## config.mk

```make
export PLATFORM = sky130hd
export DESIGN_NAME = ser_8_1
export DESIGN_NICKNAME = d
export VERILOG_FILES = /design/src/rtl/ser_8_1_pkg.sv /design/src/rtl/ser_8_1.sv
export SDC_FILE = /design/constraint.sdc
export NUM_CORES = 1
export LEC_CHECK = 0
export BUFFER_PORTS_ARGS = -buffer_cell sky130_fd_sc_hd__buf_2
export CAP_MARGIN = 10
export CORE_UTILIZATION = 50
export CTS_CLUSTER_DIAMETER = 50
export CTS_CLUSTER_SIZE = 12
export DETAILED_ROUTE_END_ITERATION = 10
export HOLD_SLACK_MARGIN = 0.12
export PLACE_DENSITY = 0.79
export SLEW_MARGIN = 20
export SYNTH_ARGS = -nofsm -noshare
export SYNTH_HDL_FRONTEND = slang
export SYNTH_SLANG_ARGS = --single-unit
```

## constraint.sdc

```tcl
create_clock -name clk_32f -period 1.6 [get_ports clk_32f]
set_clock_uncertainty 0.15 [all_clocks]
set_input_delay 0.08 -clock clk_32f [delete_from_list [all_inputs] [get_ports clk_32f]]
set_output_delay 0.08 -clock clk_32f [all_outputs]
set_load 0.05 [all_outputs]
```

## src/rtl/ser_8_1_pkg.sv

```systemverilog
// Shared phy constants for the serial TX/RX path: the idle/COMMA symbol and
// the serializer's two-state sync FSM encoding.
package ser_8_1_pkg;

  // K28.5; the receive-side aligner searches for this symbol
  localparam logic [7:0] PHY_IDLE_SYM   = 8'hBC;
  localparam int         PHY_SYNC_COUNT = 4;

  typedef enum logic {
    SYNC   = 1'b0,
    ACTIVE = 1'b1
  } ser_state_e;

endpackage

```

## src/rtl/ser_8_1.sv

```systemverilog
// Byte-to-bit serializer: one byte per 8-cycle slot, MSB first, idle symbol
// whenever no valid byte is available and for the first SYNC_COUNT slots.
module ser_8_1
  import ser_8_1_pkg::*;
#(
  parameter logic [7:0] IDLE_SYM   = PHY_IDLE_SYM,
  parameter int         SYNC_COUNT = PHY_SYNC_COUNT
) (
  input  logic       clk_32f,
  input  logic       reset,
  input  logic       valid_in,
  input  logic [7:0] data_in,
  output logic       data_out,
  output logic       byte_start,
  output logic       active
);

  localparam logic [3:0] SYNC_LAST = 4'(SYNC_COUNT - 1);

  logic [2:0] bit_cnt;
  logic [7:0] shreg;
  logic [3:0] sync_cnt;
  ser_state_e state;
  logic [7:0] sym;

  // Data is only admitted once the sync phase is complete
  always_comb begin
    sym = IDLE_SYM;
    if (state == ACTIVE && valid_in) sym = data_in;
  end

  always_ff @(posedge clk_32f) begin
    if (reset) begin
      bit_cnt    <= 3'd0;
      shreg      <= 8'd0;
      sync_cnt   <= 4'd0;
      state      <= SYNC;
      data_out   <= 1'b0;
      byte_start <= 1'b0;
      active     <= 1'b0;
    end else begin
      bit_cnt <= bit_cnt + 3'd1;
      if (bit_cnt == 3'd0) begin
        data_out   <= sym[7];
        shreg      <= {sym[6:0], 1'b0};
        byte_start <= 1'b1;
        if (state == SYNC) begin
          sync_cnt <= sync_cnt + 4'd1;
          // The slot loaded on this edge is still idle; data starts next slot
          if (sync_cnt == SYNC_LAST) begin
            state  <= ACTIVE;
            active <= 1'b1;
          end
        end
      end else begin
        data_out   <= shreg[7];
        shreg      <= {shreg[6:0], 1'b0};
        byte_start <= 1'b0;
      end
    end
  end

endmodule

```

==> results.json, run 1 <==
{
  "run_status": "complete, no violations",
  "synth_area_um2": 678,
  "crit_chain": "inv_2 -> ha_4 -> nand2b_4 -> or4_1 -> a21oi_1",
  "worstSetupPathType": "reg -> reg",
  "overflow": 0,
  "setup_violations": 0,
  "hold_class": "reg -> reg",
  "worst_setup_path_start_kind": "register",
  "cts_tree": "built",
  "die_x_um": 38.8,
  "hold_violations": 0,
  "htree_levels": 1,
  "power.leakage_nw": 0.372,
  "rows": 12,
  "final_area_um2": 900,
  "path_delay_family": "simple AND/OR/NAND/NOR gates",
  "met3_usage": 0.0809,
  "firstDrtPassIters": 4,
  "antenna_found_initial": 0,
  "fin_crit_ns": 1.48,
  "fin_cells": 108,
  "grt_pass1_wl_um": 2500,
  "cts_root_buf": "clkbuf_4",
  "cp.required_ns": 1.68,
  "worstMarginPinSlew_ns": 0.304,
  "power.density_nw_per_um2": 1080,
  "dp.cells": 94,
  "fp.dieArea_um2": 1510,
  "area_delta_synth_final_pct": 32.7,
  "clk-insertion-delay-late_ns": 0.29,
  "fin_setup_tns_ns": 0,
  "grtUsageMet1": 0.238,
  "drt-initial-drc-count": 17,
  "num-fill-cells": 85,
  "vias": 593,
  "post_synth_num_cell_types": 22,
  "ys_seq_area_frac": 0.531,
  "hpwl_um": 745,
  "path_clk_slew_ns": 0.10,
  "fmaxAchievable_mhz": 674,
  "maxCapViolations": 0,
  "grt-busiest-layer": "met2",
  "crit_path_max_fanout": 6,
  "grt_usage": 0.253,
  "yosysWarnings": 0,
  "num-nets-final": 109,
  "slew_viol_final": 0,
  "synth_cells": 70,
  "end_kind": "register",
  "die_y_um": 38.8,
  "crit_arrival_ns": 1.56,
  "routed_wirelength_um": 1550,
  "diodes": 0,
  "ant_nets": 0,
  "period_share": 0.928,
  "rsz0062_at_grt": "no",
  "cpPeakStageDelay_ns": 0.46,
  "ys_seq_elements": 18,
  "syn_nets": 84,
  "pin_count": 14,
  "grt_max_degree": 18,
  "place.gp.congestion": 0.773,
  "portBuffers": 13,
  "clockBufferDepth": 2,
  "cp_num_buf_inv": 1,
  "cts_sinks": 18,
  "grt_use_met2": 0.467,
  "drive_above_1_share": 0.245,
  "postSynthAreaPerCell_um2": 9.69,
  "initial_core_util": 0.572,
  "dpl_cell_area_um2": 751,
  "avgViaCountPerCell": 5.49,
  "route.detailed.wl_per_inst_um": 14.4,
  "grt_pass1_vias": 596,
  "ir_worst_vdd_mv": 0.644,
  "drc_errors": 0,
  "core_um2": 1190,
  "postCtsSetupBuffers": 0,
  "cts_inserted_buffers": 3,
  "critical-path-slowest-cell": "or4_1",
  "relSlewSlack": 0.797
}
-- routing by layer --
metal | up-vias | routed length (um)
li1 | 288 | -
met1 | 273 | 607
met2 | 26 | 816
met3 | 6 | 84
met4 | 0 | 42
met5 | - | 0
-- cells in the final DEF (no fill, tap or decap), drive strengths merged --
master and count:
nand2 3, nand4 2, o22ai 5, ha 3
nor3b 2, and4bb 1, a21oi 6, or4 1
inv 2, and4 1, dfxtp 18, nor2 12
nor2b 1, xnor2 3, nand4b 1, o21ai 1
dlygate4sd3 10, buf 14, nand3 1, o31ai 1
nand2b 1, and2b 1, clkbuf 4
-- sequential cells by signal (all words and copies together), names as in the netlist --
register	cells
bit_cnt	3
data_out	1
sync_cnt	4
shreg	7
state	1
byte_start	1
active	1
-- power breakdown --
part / switching (mW) / internal, mW / total, mW
clock network: 0.139 / 0.139 / 0.277
registers: 0.0231 / 0.486 / 0.509
logic: 0.0963 / 0.0867 / 0.183
-- worst paths after layout --
| path | startpoint | to | slack, ns | depth (start not counted) |
|---|---|---|---|---|
| setup / recovery | bit_cnt[0]$_SDFF_PP0_ | sync_cnt[3]$_SDFFE_PP0P_ | 0.12 | 5 |
| hold / removal | bit_cnt[0]$_SDFF_PP0_ | bit_cnt[0]$_SDFF_PP0_ | 0.32 | 1 |
| setup reg to reg | bit_cnt[0]$_SDFF_PP0_ | sync_cnt[3]$_SDFFE_PP0P_ | 0.12 | 5 |
| hold reg to reg | bit_cnt[0]$_SDFF_PP0_ | bit_cnt[0]$_SDFF_PP0_ | 0.32 | 1 |
-- synthesized netlist by cell type --
master / count / area share
nand2_1: 3 / 0.017
and4bb_2: 1 / 0.018
or4_1: 1 / 0.011
nor3b_1: 2 / 0.022
nand3_1: 1 / 0.0074
nand4b_1: 1 / 0.013
and2b_2: 1 / 0.013
o22ai_1: 5 / 0.046
ha_1: 3 / 0.055
nand2b_4: 1 / 0.020
xnor2_1: 3 / 0.039
nor2_1: 12 / 0.066
clkbuf_1: 2 / 0.011
and4_1: 1 / 0.013
dfxtp_1: 18 / 0.53
nor2b_1: 1 / 0.0092
nand4_1: 2 / 0.018
o21ai_0: 1 / 0.0074
inv_1: 2 / 0.011
a21oi_1: 6 / 0.044
o31ai_1: 1 / 0.011
buf_2: 2 / 0.015
-- stage by stage --
| step | power (mW) | hold slack, ns | setup slack (ns) | utilization |
|---|---|---|---|---|
| 4_1_cts | 0.953 | 0.302 | 0.00210 | 0.748 |
| 3_5_place_dp | 0.667 | 0.170 | 0.0366 | 0.633 |
| 5_1_grt | 1.01 | 0.326 | 0.0267 | 0.758 |
| 3_3_place_gp | 0.664 | 0.161 | 0.104 | 0.633 |
| 6_report | 0.969 | 0.320 | 0.115 | 0.758 |
| 2_1_floorplan | 0.628 | 0.0730 | 0.140 | - |
-- timing repair --
item | CTS | global route
hold endpoints to repair | 18 | 0
endpoints found under the setup margin | 0 | 3
gates resized for setup | 0 | 3
hold buffers | 10 | 0
-- worst reg2reg max path: cells and delay by family (launching register included) --
family | cells | cell delay, ns
adders and majority gates | 1 | 0.16
AOI/OAI and AO/OA | 1 | 0.16
buffers and inverters | 1 | 0.07
DFF | 1 | 0.34
and+or+nand+nor | 2 | 0.54
-- final cells by class --
| type | count | area [um^2] | area share |
|---|---|---|---|
| timing repair buffer | 24 | 173 | 0.192 |
| inverter | 2 | 7.51 | 0.00834 |
| multi-input combinational | 46 | 305 | 0.339 |
| tap | 14 | 17.5 | 0.0195 |
| clock buffer | 4 | 36.3 | 0.0403 |
| sequential | 18 | 360 | 0.401 |
-- logic make-up (layout without fill, tap and decap cells) --
kind of cell | Yosys count | after routing | synth area share
AOI/OAI and AO/OA | 13 | 13 | 0.109
xor gates and xnor gates | 3 | 3 | 0.0388
and+or+nand+nor | 27 | 27 | 0.229
adders and majority gates | 3 | 3 | 0.0554
buffers and inverters | 6 | 30 | 0.0369
DFF | 18 | 18 | 0.531
(Power assumes the default switching activity.)
==> run 2: changes to the inputs <==
--- a/config.mk
+++ b/config.mk
@@ -5,9 +5,10 @@
 export SDC_FILE = /design/constraint.sdc
 export NUM_CORES = 1
 export LEC_CHECK = 0
+export ABC_AREA = 1
 export BUFFER_PORTS_ARGS = -buffer_cell sky130_fd_sc_hd__buf_2
 export CAP_MARGIN = 10
-export CORE_UTILIZATION = 50
+export CORE_UTILIZATION = 51
 export CTS_CLUSTER_DIAMETER = 50
 export CTS_CLUSTER_SIZE = 12
 export DETAILED_ROUTE_END_ITERATION = 10
==> results.json, run 2 <==
{
  "portBuffers": 13,
  "worstSetupPathType": "reg -> reg",
  "r2r_cells": 6,
  "path_delay_family": "flip-flops",
  "fin_setup_tns_ns": 0,
  "hold_violations": 0,
  "path_clk_slew_ns": 0.10,
  "period_share": 0.833,
  "synthTopCellsByArea": "dfxtp_1, nor2_1, ha_1",
  "grt_usage": 0.207,
  "overflow": 0,
  "relSlewSlack": 0.781,
  "postCtsSetupBuffers": 0,
  "synth_edf_count": 0,
  "place.gp.congestion": 0.769,
  "ant_nets": 0,
  "vias": 627,
  "run_status": "complete, no violations",
  "fp.dieArea_um2": 1580,
  "dp_slack_ns": 0.273,
  "synth_area_um2": 726,
  "cts_sinks": 18,
  "drive_above_1_share": 0.232,
  "ir_worst_vdd_mv": 0.610,
  "yosysWarnings": 0,
  "path_depth": 6,
  "routed_wirelength_um": 1330,
  "num-fill-cells": 103,
  "hold_class": "reg -> reg",
  "cpPeakStageDelay_ns": 0.34,
  "post_synth_num_cell_types": 19,
  "pin_count": 14,
  "die_y_um": 39.7,
  "slew_viol_final": 0,
  "rsz0062_at_grt": "no",
  "cp.required_ns": 1.68,
  "layout_commonest_cell": "dfxtp_1",
  "layout_setup_ws_ns": 0.266,
  "crit_path_max_fanout": 9,
  "setup_violations": 0,
  "cts_resized": 0,
  "yosys.area.top_type": "dfxtp_1",
  "rows": 13,
  "htree_levels": 1,
  "ys.flop_type": "dfxtp_1",
  "synth_common_cells": "dfxtp_1, nor2_1, inv_1",
  "firstDrtPassIters": 4,
  "route.detailed.wl_per_inst_um": 10.5,
  "clockBufferDepth": 2,
  "end_kind": "register",
  "power.density_nw_per_um2": 973,
  "diodes": 0,
  "postSynthAreaPerCell_um2": 8.34,
  "power.leakage_nw": 0.422,
  "r2r_slack_ns": 0.27,
  "drc_errors": 0,
  "avgViaCountPerCell": 4.94,
  "regMostFlops": "shreg",
  "grt_max_degree": 13,
  "worst_setup_path_start_kind": "register",
  "syn_nets": 101,
  "cts_inserted_buffers": 3,
  "async_flop_share": 0,
  "reg_top3": "shreg: 7 flops, sync_cnt: 4 flops, bit_cnt: 3 flops",
  "cp_num_buf_inv": 2,
  "fmaxAchievable_mhz": 750,
  "largest_register_ffs": 7,
  "die_x_um": 39.7,
  "maxCapViolations": 0,
  "initial_core_util": 0.551,
  "synth_top_area_frac": 0.497,
  "synthMostInstantiatedCell": "dfxtp_1",
  "ys_seq_elements": 18,
  "num-nets-final": 128,
  "ys_seq_area_frac": 0.497,
  "synth_cells": 87,
  "clk-insertion-delay-late_ns": 0.29,
  "crit_chain": "inv_1 -> ha_1 -> inv_2 -> nor2_4 -> nand4_2 -> o21ai_1",
  "core_um2": 1320,
  "grt_pass1_wl_um": 2040,
  "cts_root_buf": "clkbuf_4",
  "critical-path-slowest-cell": "dfxtp_1",
  "cts_tree": "built",
  "antenna_found_initial": 0,
  "final_cell_mix": "dfxtp_1, nor2_1, buf_2",
  "grt_pass1_vias": 500,
  "crit_arrival_ns": 1.41,
  "area_delta_synth_final_pct": 27.4,
  "hpwl_um": 907,
  "hold_depth": 2,
  "fin_crit_ns": 1.33,
  "worstMarginPinSlew_ns": 0.329,
  "drt-initial-drc-count": 10
}
==> run 2: cell count changes in the layout (fill, tap and decap cells not counted), moves of 5 or more <==
cell	before	now
inv_1	1	9
nand2_1	3	8
nor3_1	0	5
o21ai_0	1	6
o22ai_1	5	0
==> run 2: cell families (layout without fill, tap and decap cells) <==
kind of cell    after synthesis  after routing  synth area share
xor+xnor                      1              1            0.0121
compound gates               13             13            0.0948
buf+inv                      14             39            0.0776
simple gates                 38             38             0.267
fa+ha+maj                     3              3            0.0517
flops                        18             18             0.497
==> run 2: layer usage <==
| metal | global-route usage | part of all wire | vias up |
|---|---|---|---|
| met1 | 0.224 | 0.46 | 276 |
| met5 | 0 | 0 | - |
| met2 | 0.340 | 0.48 | 15 |
| met3 | 0.0511 | 0.035 | 5 |
| met4 | 0.155 | 0.029 | 0 |
| li1 | - | - | 331 |
==> run 2: worst register-to-register path, stage by stage, from the launching register on <==
cell and delay [ns]:
dfxtp_1 0.34, inv_1 0.06, ha_1 0.22, inv_2 0.06
nor2_4 0.17, nand4_2 0.15, o21ai_1 0.14
==> run 2: report_power, final <==
| part | internal (mW) | leakage [nW] | switching [mW] |
|---|---|---|---|
| Sequential | 0.485 | 0.148 | 0.0198 |
| Combinational | 0.0687 | 0.260 | 0.105 |
| Clock | 0.0876 | 0.0138 | 0.133 |
==> run 2: cell type report <==
type	instances	area, um^2	area share
flip-flops and latches	18	360	0.390
multi-input cells	55	309	0.334
repair buffers	23	165	0.179
inverters	13	48.8	0.0528
clock buffers	3	22.5	0.0244
well taps	15	18.8	0.0203
==> run 2: timing repair <==
| action | CTS | global route |
|---|---|---|
| setup endpoints to repair | 0 | 0 |
| hold buffers | 10 | 0 |
| hold endpoints to repair | 14 | 0 |
==> run 2: final timing paths <==
kind,from,endpoint
worst max-delay path,bit_cnt[0]$_SDFF_PP0_,shreg[7]$_SDFF_PP0_
worst min-delay path,active$_SDFFE_PP0P_,active$_SDFFE_PP0P_
worst max register to register,bit_cnt[0]$_SDFF_PP0_,shreg[7]$_SDFF_PP0_
worst min register to register,active$_SDFFE_PP0P_,active$_SDFFE_PP0P_
==> run 2: stage by stage <==
stage	std cells	power, mW	hold WS (ns)	utilization	area, um^2
after floorplan	87	0.631	-0.00331	-	726
after global placement	114	0.666	0.149	0.609	802
after detailed placement	114	0.671	0.153	0.609	802
after CTS	127	0.903	0.312	0.702	925
after global routing	127	0.943	0.347	0.702	925
final	127	0.899	0.306	0.702	925
==> run 3: changes to the inputs <==
--- a/config.mk
+++ b/config.mk
@@ -8,12 +8,12 @@
 export ABC_AREA = 1
 export BUFFER_PORTS_ARGS = -buffer_cell sky130_fd_sc_hd__buf_2
 export CAP_MARGIN = 10
-export CORE_UTILIZATION = 51
+export CORE_UTILIZATION = 46
 export CTS_CLUSTER_DIAMETER = 50
 export CTS_CLUSTER_SIZE = 12
 export DETAILED_ROUTE_END_ITERATION = 10
 export HOLD_SLACK_MARGIN = 0.12
-export PLACE_DENSITY = 0.79
+export PLACE_DENSITY = 0.76
 export SLEW_MARGIN = 20
 export SYNTH_ARGS = -nofsm -noshare
 export SYNTH_HDL_FRONTEND = slang
==> constraint.sdc (replaced) <==
create_clock -name clk_32f -period 1.2 [get_ports clk_32f]
set_clock_uncertainty 0.15 [all_clocks]
set_input_delay 0.06 -clock clk_32f [delete_from_list [all_inputs] [get_ports clk_32f]]
set_output_delay 0.06 -clock clk_32f [all_outputs]
set_load 0.05 [all_outputs]
==> results.json, run 3 (synthesis results as in run 2) <==
{
  "hold_class": "reg -> reg",
  "cts_tree": "built",
  "htree_levels": 1,
  "hpwl_um": 881,
  "hold_violations": 0,
  "setup_violations": 11,
  "cpPeakStageDelay_ns": 0.34,
  "routed_wirelength_um": 1680,
  "regMostFlops": "shreg",
  "p_int_uw": 909,
  "worstSetupPathType": "reg -> reg",
  "worstMarginPinSlew_ns": 0.345,
  "largest_register_ffs": 7,
  "fp.dieArea_um2": 1740,
  "pin_count": 14,
  "crit_top_cell": "inv_2",
  "grt_max_degree": 13,
  "maxCapViolations": 0,
  "place.gp.congestion": 0.707,
  "vias": 689,
  "area_delta_synth_final_pct": 47.8,
  "die_x_um": 41.7,
  "cts_root_buf": "clkbuf_4",
  "worstSetupStartpoint": "bit_cnt[0]$_SDFF_PP0_",
  "cp.required_ns": 1.27,
  "initial_core_util": 0.525,
  "drive_above_1_share": 0.367,
  "grt_pass1_vias": 658,
  "run_status": "finished, violations left",
  "diodes": 0,
  "layout_commonest_cell": "dfxtp_1",
  "sw_frac_of_total": 0.295,
  "r2r_end": "state$_SDFFE_PP0N_",
  "final_cell_mix": "dfxtp_1, nor2_1, buf_2",
  "path_clk_slew_ns": 0.09,
  "ant_nets": 0,
  "end_kind": "register",
  "relSlewSlack": 0.769,
  "min_from": "active$_SDFFE_PP0P_",
  "power.switching_uw": 381,
  "layout_setup_ws_ns": -0.0449,
  "firstDrtPassIters": 4,
  "route.detailed.wl_per_inst_um": 12.4,
  "clk-insertion-delay-late_ns": 0.28,
  "die_y_um": 41.7,
  "min_to": "active$_SDFFE_PP0P_",
  "cts_inserted_buffers": 3,
  "grt_pass1_wl_um": 2690,
  "whs_ns": 0.301,
  "core_um2": 1380,
  "fin_crit_ns": 1.24,
  "power_frac_clock": 0.219,
  "r2r_cells": 8,
  "rows": 13,
  "worst_setup_path_start_kind": "register",
  "pwr-share-comb": 0.257,
  "drt-initial-drc-count": 21,
  "worstReg2RegStart": "bit_cnt[0]$_SDFF_PP0_",
  "hold_depth": 2,
  "portBuffers": 13,
  "fmaxAchievable_mhz": 803,
  "crit_path_max_fanout": 5,
  "crit_arrival_ns": 1.31,
  "clockBufferDepth": 2,
  "num-nets-final": 136,
  "avgViaCountPerCell": 5.10,
  "period_share": 1.04,
  "drc_errors": 0,
  "antenna_found_initial": 0,
  "slew_viol_final": 0,
  "violations": "negative setup slack",
  "reg_top3": "shreg: 7 flops, sync_cnt: 4 flops, bit_cnt: 3 flops",
  "final_area_um2": 1070,
  "grt_usage": 0.202,
  "rsz0062_at_grt": "yes",
  "power.density_nw_per_um2": 1200,
  "crit_chain": "inv_2 -> ha_4 -> inv_4 -> nor2_4 -> nand2_1 -> inv_2 -> nand3_2 -> o21ai_2",
  "critical-path-slowest-cell": "dfxtp_2",
  "power.leakage_nw": 0.475,
  "ir_worst_vdd_mv": 1.02,
  "dpl_cell_area_um2": 830,
  "cts_sinks": 18,
  "overflow": 0,
  "r2r_slack_ns": -0.04,
  "power.total_mw": 1.29,
  "pwr-share-seq": 0.524
}
-- run 3: changes by cell type in the layout (fill, tap and decap cells not counted), moves of 2 or more --
cell	previous run	this run
dlygate4sd3_1	10	12
nand3_1	4	2
nor3_2	0	2
dfxtp_2	0	2
nor3_1	5	1
dfxtp_1	18	16
buf_4	0	4
inv_1	9	7
nor3_4	0	2
nand3_2	1	3
-- run 3: worst max-delay path by stage --
stage	endpoint	slack (ns)	cells past startpoint
final	state$_SDFFE_PP0N_	-0.04	8
after global routing	data_out$_SDFF_PP0_	-0.16	3
after CTS	sync_cnt[2]$_SDFFE_PP0P_	-0.03	7
after detailed placement	sync_cnt[1]$_SDFFE_PP0P_	-0.08	7
after global placement	sync_cnt[1]$_SDFFE_PP0P_	-0.04	7
after floorplan	sync_cnt[1]$_SDFFE_PP0P_	0.005	7
-- run 3: area by class of cell --
cell class | count | area (um^2)
multi-input cells | 56 | 382
flip-flops and latches | 18 | 363
fillers | 104 | 310
repair buffers | 30 | 235
inverters | 13 | 51.3
clock buffers | 3 | 22.5
well taps | 15 | 18.8
-- run 3: repair_timing --
action,in CTS,in global routing
cloned,1,0
hold buffers,10,2
endpoints found under the setup margin,14,15
hold endpoints to repair,14,6
pin swaps,4,5
buffers inserted,3,0
gates resized for setup,11,4
-- run 3: critical path, delay by kind of cell, from the launching register on --
| kind | cells | cell delay [ns] |
|---|---|---|
| flops | 1 | 0.34 |
| compound gates | 1 | 0.06 |
| simple gates | 3 | 0.28 |
| buf+inv | 3 | 0.18 |
| fa+ha+maj | 1 | 0.18 |
-- run 3: power groups by stage --
stage | Combinational [mW] | Clock, mW | Sequential (mW)
after floorplan | 0.138 | 0 | 0.712
after global placement | 0.222 | 0 | 0.683
after detailed placement | 0.229 | 0 | 0.685
after CTS | 0.308 | 0.295 | 0.675
after global routing | 0.362 | 0.320 | 0.682
final | 0.331 | 0.282 | 0.677
-- run 3: routing by layer --
| layer | GRT usage | part of all wire | up-vias |
|---|---|---|---|
| met3 | 0.0391 | 0.044 | 8 |
| met1 | 0.231 | 0.44 | 312 |
| li1 | - | - | 347 |
| met2 | 0.328 | 0.47 | 22 |
| met5 | 0 | 0 | - |
| met4 | 0.155 | 0.042 | 0 |
-- run 3: per-stage QoR --
step                worst slack [ns]  cells  utilization  TNS (ns)
detailed placement           -0.0758    116        0.600    -0.493
global placement             -0.0364    116        0.600    -0.179
global route                  -0.163    135        0.776     -1.32
finish                       -0.0449    135        0.776    -0.209
CTS                          -0.0297    133        0.748    -0.145
floorplan                    0.00541     87            -         0
